File: src/rtl/reg_bank32_pkg.sv
// Shared constants and FSM encoding for the 32x32 register bank and the read mux
// that sits downstream of it.
package regbank_pkg;
    localparam int DATA_W   = 32;
    localparam int NUM_REGS = 32;
    localparam int ADDR_W   = 5;

    typedef enum logic {
        ST_IDLE  = 1'b0,
        ST_CLEAR = 1'b1
    } state_t;
endpackage

File: src/rtl/reg_bank32_if.sv
// Write/clear handshake and flattened contents of the register bank.
interface reg_bank32_if;
    logic                                                   WrEn;
    logic [regbank_pkg::ADDR_W-1:0]                         WrAddr;
    logic [regbank_pkg::DATA_W-1:0]                         WrData;
    logic                                                   ClrReq;
    logic                                                   Busy;
    logic                                                   ClrDone;
    logic [regbank_pkg::NUM_REGS*regbank_pkg::DATA_W-1:0]   RegsOut;
    logic [regbank_pkg::NUM_REGS-1:0]                       DirtyMask;

    modport master (
        output WrEn, WrAddr, WrData, ClrReq,
        input  Busy, ClrDone, RegsOut, DirtyMask
    );

    modport slave (
        input  WrEn, WrAddr, WrData, ClrReq,
        output Busy, ClrDone, RegsOut, DirtyMask
    );
endinterface

File: src/rtl/reg_bank32_decoder5to32.sv
// One-hot register select decoder; all outputs low when i_en is low.
module decoder5to32
    import regbank_pkg::*;
(
    input  logic              i_en,
    input  logic [ADDR_W-1:0] i_addr,
    output logic [NUM_REGS-1:0] o_sel
);

    always_comb begin
        o_sel = '0;
        if (i_en) begin
            o_sel[i_addr] = 1'b1;
        end
    end

endmodule

File: src/rtl/reg_bank32.sv
// 32x32 register bank with per-register dirty mask and a one-register-per-cycle
// bulk clear sequence; storage flops drive the downstream mux directly.
module reg_bank32
    import regbank_pkg::*;
#(
    parameter int ZERO_REG = 1
) (
    input  logic         Clk,
    input  logic         Reset,
    reg_bank32_if.slave  bus
);

    localparam logic [NUM_REGS-1:0] ZERO_MASK =
        (ZERO_REG != 0) ? {{(NUM_REGS-1){1'b0}}, 1'b1} : '0;

    state_t                           r_state;
    state_t                           w_state_nxt;
    logic [ADDR_W-1:0]                r_idx;
    logic [ADDR_W-1:0]                w_idx_nxt;
    logic                             r_clr_done;
    logic                             w_done_nxt;
    logic                             w_busy;
    logic [NUM_REGS-1:0]              w_wr_dec;
    logic [NUM_REGS-1:0]              w_wr_sel;
    logic [NUM_REGS-1:0]              w_clr_sel;
    logic [NUM_REGS-1:0][DATA_W-1:0]  r_regs;
    logic [NUM_REGS-1:0]              r_dirty;

    assign w_busy = (r_state == ST_CLEAR);

    decoder5to32 u_wr_dec (
        .i_en   (bus.WrEn & ~w_busy),
        .i_addr (bus.WrAddr),
        .o_sel  (w_wr_dec)
    );

    decoder5to32 u_clr_dec (
        .i_en   (w_busy),
        .i_addr (r_idx),
        .o_sel  (w_clr_sel)
    );

    // Register 0 is read-only zero when ZERO_REG is set, so its strobe is masked off.
    assign w_wr_sel = w_wr_dec & ~ZERO_MASK;

    always_ff @(posedge Clk or posedge Reset) begin
        if (Reset) begin
            r_state    <= ST_IDLE;
            r_idx      <= '0;
            r_clr_done <= 1'b0;
        end else begin
            r_state    <= w_state_nxt;
            r_idx      <= w_idx_nxt;
            r_clr_done <= w_done_nxt;
        end
    end

    always_comb begin
        w_state_nxt = r_state;
        w_idx_nxt   = r_idx;
        w_done_nxt  = 1'b0;
        case (r_state)
            ST_IDLE: begin
                if (bus.ClrReq) begin
                    w_state_nxt = ST_CLEAR;
                    w_idx_nxt   = '0;
                end
            end
            ST_CLEAR: begin
                // Terminal compare rather than wrap keeps the pass at exactly NUM_REGS edges.
                if (r_idx == ADDR_W'(NUM_REGS - 1)) begin
                    w_state_nxt = ST_IDLE;
                    w_done_nxt  = 1'b1;
                end else begin
                    w_idx_nxt = r_idx + ADDR_W'(1);
                end
            end
            default: begin
                w_state_nxt = ST_IDLE;
            end
        endcase
    end

    always_ff @(posedge Clk or posedge Reset) begin
        if (Reset) begin
            r_regs  <= '0;
            r_dirty <= '0;
        end else begin
            for (int i = 0; i < NUM_REGS; i++) begin
                if (w_clr_sel[i]) begin
                    r_regs[i]  <= '0;
                    r_dirty[i] <= 1'b0;
                end else if (w_wr_sel[i]) begin
                    r_regs[i]  <= bus.WrData;
                    r_dirty[i] <= 1'b1;
                end
            end
        end
    end

    assign bus.Busy      = w_busy;
    assign bus.ClrDone   = r_clr_done;
    assign bus.RegsOut   = r_regs;
    assign bus.DirtyMask = r_dirty;

endmodule
File: src/flat_wrapper.sv
// flat-port wrapper written by rule: the top's interface ports become plain ports
module reg_bank32_flat import regbank_pkg::*;
#(
    parameter int ZERO_REG = 1
)
  (Clk, Reset, bus_WrEn, bus_WrAddr, bus_WrData, bus_ClrReq, bus_Busy, bus_ClrDone, bus_RegsOut, bus_DirtyMask);
  reg_bank32_if bus_i ();
  input  logic Clk;
  input  logic Reset;
  input wire logic [$bits(bus_i.WrEn)-1:0] bus_WrEn;
  input wire logic [$bits(bus_i.WrAddr)-1:0] bus_WrAddr;
  input wire logic [$bits(bus_i.WrData)-1:0] bus_WrData;
  input wire logic [$bits(bus_i.ClrReq)-1:0] bus_ClrReq;
  output wire logic [$bits(bus_i.Busy)-1:0] bus_Busy;
  output wire logic [$bits(bus_i.ClrDone)-1:0] bus_ClrDone;
  output wire logic [$bits(bus_i.RegsOut)-1:0] bus_RegsOut;
  output wire logic [$bits(bus_i.DirtyMask)-1:0] bus_DirtyMask;
  assign bus_i.WrEn = bus_WrEn;
  assign bus_i.WrAddr = bus_WrAddr;
  assign bus_i.WrData = bus_WrData;
  assign bus_i.ClrReq = bus_ClrReq;
  assign bus_Busy = bus_i.Busy;
  assign bus_ClrDone = bus_i.ClrDone;
  assign bus_RegsOut = bus_i.RegsOut;
  assign bus_DirtyMask = bus_i.DirtyMask;
  reg_bank32 #(.ZERO_REG(ZERO_REG)) u_core (.Clk(Clk), .Reset(Reset), .bus(bus_i));
endmodule
File: config.mk
export PLATFORM = sky130hd
export DESIGN_NAME = reg_bank32_flat
export DESIGN_NICKNAME = d
export VERILOG_FILES = /design/src/rtl/reg_bank32_pkg.sv /design/src/rtl/reg_bank32_if.sv /design/src/rtl/reg_bank32_decoder5to32.sv /design/src/rtl/reg_bank32.sv /design/src/flat_wrapper.sv
export SDC_FILE = /design/constraint.sdc
export NUM_CORES = 2
export LEC_CHECK = 0
export ABC_AREA = 1
export BUFFER_PORTS_ARGS = -buffer_cell sky130_fd_sc_hd__buf_2
export CAP_MARGIN = 0
export CORE_AREA = 2 2 422 424
export CTS_CLUSTER_DIAMETER = 50
export DETAILED_ROUTE_END_ITERATION = 6
export DIE_AREA = 0 0 424 426
export GPL_ROUTABILITY_DRIVEN = 0
export PLACE_DENSITY = 0.39
export SLEW_MARGIN = 10
export SYNTH_ARGS = -nofsm -noshare
export SYNTH_HDL_FRONTEND = slang
export SYNTH_SLANG_ARGS = --single-unit
File: constraint.sdc
create_clock -name Clk -period 53.1 [get_ports Clk]
set_input_delay 5.31 -clock Clk [delete_from_list [all_inputs] [get_ports Clk]]
set_output_delay 5.31 -clock Clk [all_outputs]
set_load 0.03 [all_outputs]
==> out/metrics.yaml <==
outcome:
  status: "completed"
setup_path:
  reg2reg_depth: 7
  crit_path_end: "u_core.bus.RegsOut[576]"
  start_kind: "input port"
  path_class: "input port to async pin"
  r2r_end: "u_core.bus.RegsOut[415]"
  cp.arrival_ns: 9.07
  end_kind: "async pin"
  reg2reg_from: "u_core.bus.Busy"
  ff2ff_setup_slack_ns: 49.85
  startpoint: "Reset"
  worst-path-max-fanout: 111
  worstPathRequired_ns: 53.97
routing:
  postRouteAntennaNets: 0
  num_vias: 37080
  detail_route.iter0.violations: 3219
  drc_errors: 0
  drt_wl_total_um: 217800
  drtPass1Iterations: 5
  wl_per_cell_um: 27.08
  via_per_inst: 4.610
synthesis:
  yosysTopAreaCell: "dfrtp_1"
  ys_seq_area_share_pct: 62.56
  synthCells: 4661
  ys_warn_count: 0
  synth_top_area_share_pct: 62.56
  synthTopCellsByArea: "dfrtp_1 63%, nand2_1 19%, nand3_1 13%"
  synth_area_um2: 41200
  ys_seq_elements: 1030
  syn_area_per_cell_um2: 8.840
  synth.distinct_cells: 20
floorplan:
  die-area_um2: 180600
  die_x_um: 424
  start_util_pct: 23.45
  core_area_um2: 175700
  rows: 154
  dieHeight_um: 426
  ios: 1099
timing:
  hold_violations: 0
  clock-skew-final_ns: 0.02671
  relSlewSlack_pct: 20.56
  worstMarginPinSlew_ns: 1.192
  fmax_mhz: 121.9
  setup_viol: 0
  period_minus_slack_ns: 8.206
  rsz0062_at_grt: "false"
  setup_ws_ns: 44.89
  finalMaxSlewViolations: 0
  fin_crit_sh_pct: 15.45
  fin_tns_setup_ns: 0
global_routing:
  grt_util_all_layers_pct: 23.37
  grt_overflow: 0
  grt_pass1_vias: 35480
  grt_first_pass_wirelength_um: 298100
  antenna_found_initial: 15
  grt_max_degree: 112
clock_network:
  cts_resized: 0
  clkTransAtPathRegs_ns: 0.05
  cts_buffer_depth: 3
  tritoncts: "yes"
  hold_buffers: 0
  cts_buffers: 149
  post-cts-setup-buffers: 0
  htreeDepth: 4
  cts-root-buf: "clkbuf_16"
  clock-sinks: 1030
  clk_latency_ns: 0.81
layout:
  layout_commonest_cell: "nand2_1"
  final_cell_mix: "2,052 x nand2_1, 1,065 x buf_2, 1,035 x nand3_1, 1,030 x dfrtp_1, 154 x clkbuf_16"
  area_growth_pct: 29.98
  final_cell_count_no_fill: 8042
  layout.nets: 5624
  fillers: 18940
  drive_above_1_share_pct: 26.07
placement:
  hpwlAfterDp_um: 140200
  dpl_worst_slack_ns: 43.97
  port_buffers: 1065
  dp_cells: 7767
power:
  leakage_nw: 32.20
  powerDensity_nw_per_um2: 49.61
  vdd_drop_max_mv: 0.03077
worst_hold_path:
  hold_class: "flip-flop to flip-flop"
flow_run:
  cap_violations: 0
metrics by stage:
stage | hold slack (ns) | area (um^2) | util [%] | power [mW]
2_1_floorplan | 0.5482 | 41320 | - | 1.370
3_3_place_gp | 0.4523 | 48450 | 27.57 | 1.645
3_5_place_dp | 0.4643 | 48450 | 27.57 | 1.651
4_1_cts | 0.4857 | 53550 | 30.47 | 2.686
5_1_grt | 0.5025 | 53550 | 30.48 | 2.760
6_report | 0.4810 | 53550 | 30.48 | 2.657
registers in the layout, indices dropped and copies added, names as in the netlist:
| register | cells |
|---|---|
| u_core.bus.DirtyMask | 31 |
| u_core.bus.RegsOut | 992 |
| u_core.r_idx | 5 |
| u_core.bus.ClrDone | 1 |
| u_core.bus.Busy | 1 |
worst max-delay path: stages:
cell	delay (ns)
buf_2	0.13
inv_8	0.49
buf_12	0.44
buf_4	0.84
buf_4	0.72
buf_4	0.64
worst min-delay path by stage:
stage	start	endpoint	slack (ns)	cells after the start
floorplan	u_core.r_idx[3]	u_core.r_idx[3]	0.55	2
global placement	u_core.bus.DirtyMask[31]	u_core.bus.DirtyMask[31]	0.45	2
detailed placement	u_core.bus.DirtyMask[31]	u_core.bus.DirtyMask[31]	0.46	2
CTS	u_core.bus.DirtyMask[30]	u_core.bus.DirtyMask[30]	0.49	2
global route	u_core.bus.RegsOut[140]	u_core.bus.RegsOut[140]	0.50	2
finish	u_core.bus.DirtyMask[30]	u_core.bus.DirtyMask[30]	0.48	2
cells in the mapped netlist (all sizes together):
master  count
conb        1
o21ai       3
nand3    1049
buf       209
clkbuf    203
dfrtp    1030
nand2    2078
inv        54
nor2       24
ha          5
nand4       2
a21oi       3
metal layers:
metal	global-route usage, %	vias to the layer above	share of wire (%)
met5	0	-	0.023
met4	11.36	8	5.2
met3	5.428	373	6.4
met2	38.77	1382	48
met1	28.50	18670	40
li1	-	16650	-
cell type report:
type / count / area [um^2] / area share [%]
diodes: 2 / 5.005 / 0.009345
clock buffers: 196 / 4242 / 7.920
clock inverters: 77 / 857.1 / 1.600
inverters: 54 / 210.2 / 0.3925
multi-input cells: 3197 / 13590 / 25.37
flip-flops and latches: 1030 / 25770 / 48.13
well taps: 2340 / 2928 / 5.467
repair buffers: 1146 / 5951 / 11.11
kinds of logic (layout without fill, tap and decap cells):
family | Yosys count | in the layout | synth area share [%]
compound gates | 6 | 6 | 0.07286
fa+ha+maj | 5 | 5 | 0.1518
buf+inv | 466 | 1473 | 5.002
flops | 1030 | 1030 | 62.56
other cells | 1 | 35 | 0.009101
simple gates | 3153 | 3153 | 32.21
power breakdown:
group          switching [mW]  internal [mW]  total, mW
sequential             0.0698          0.901      0.971
combinational           0.517          0.141      0.658
clock                   0.400          0.628       1.03
(Power assumes the default switching activity.)
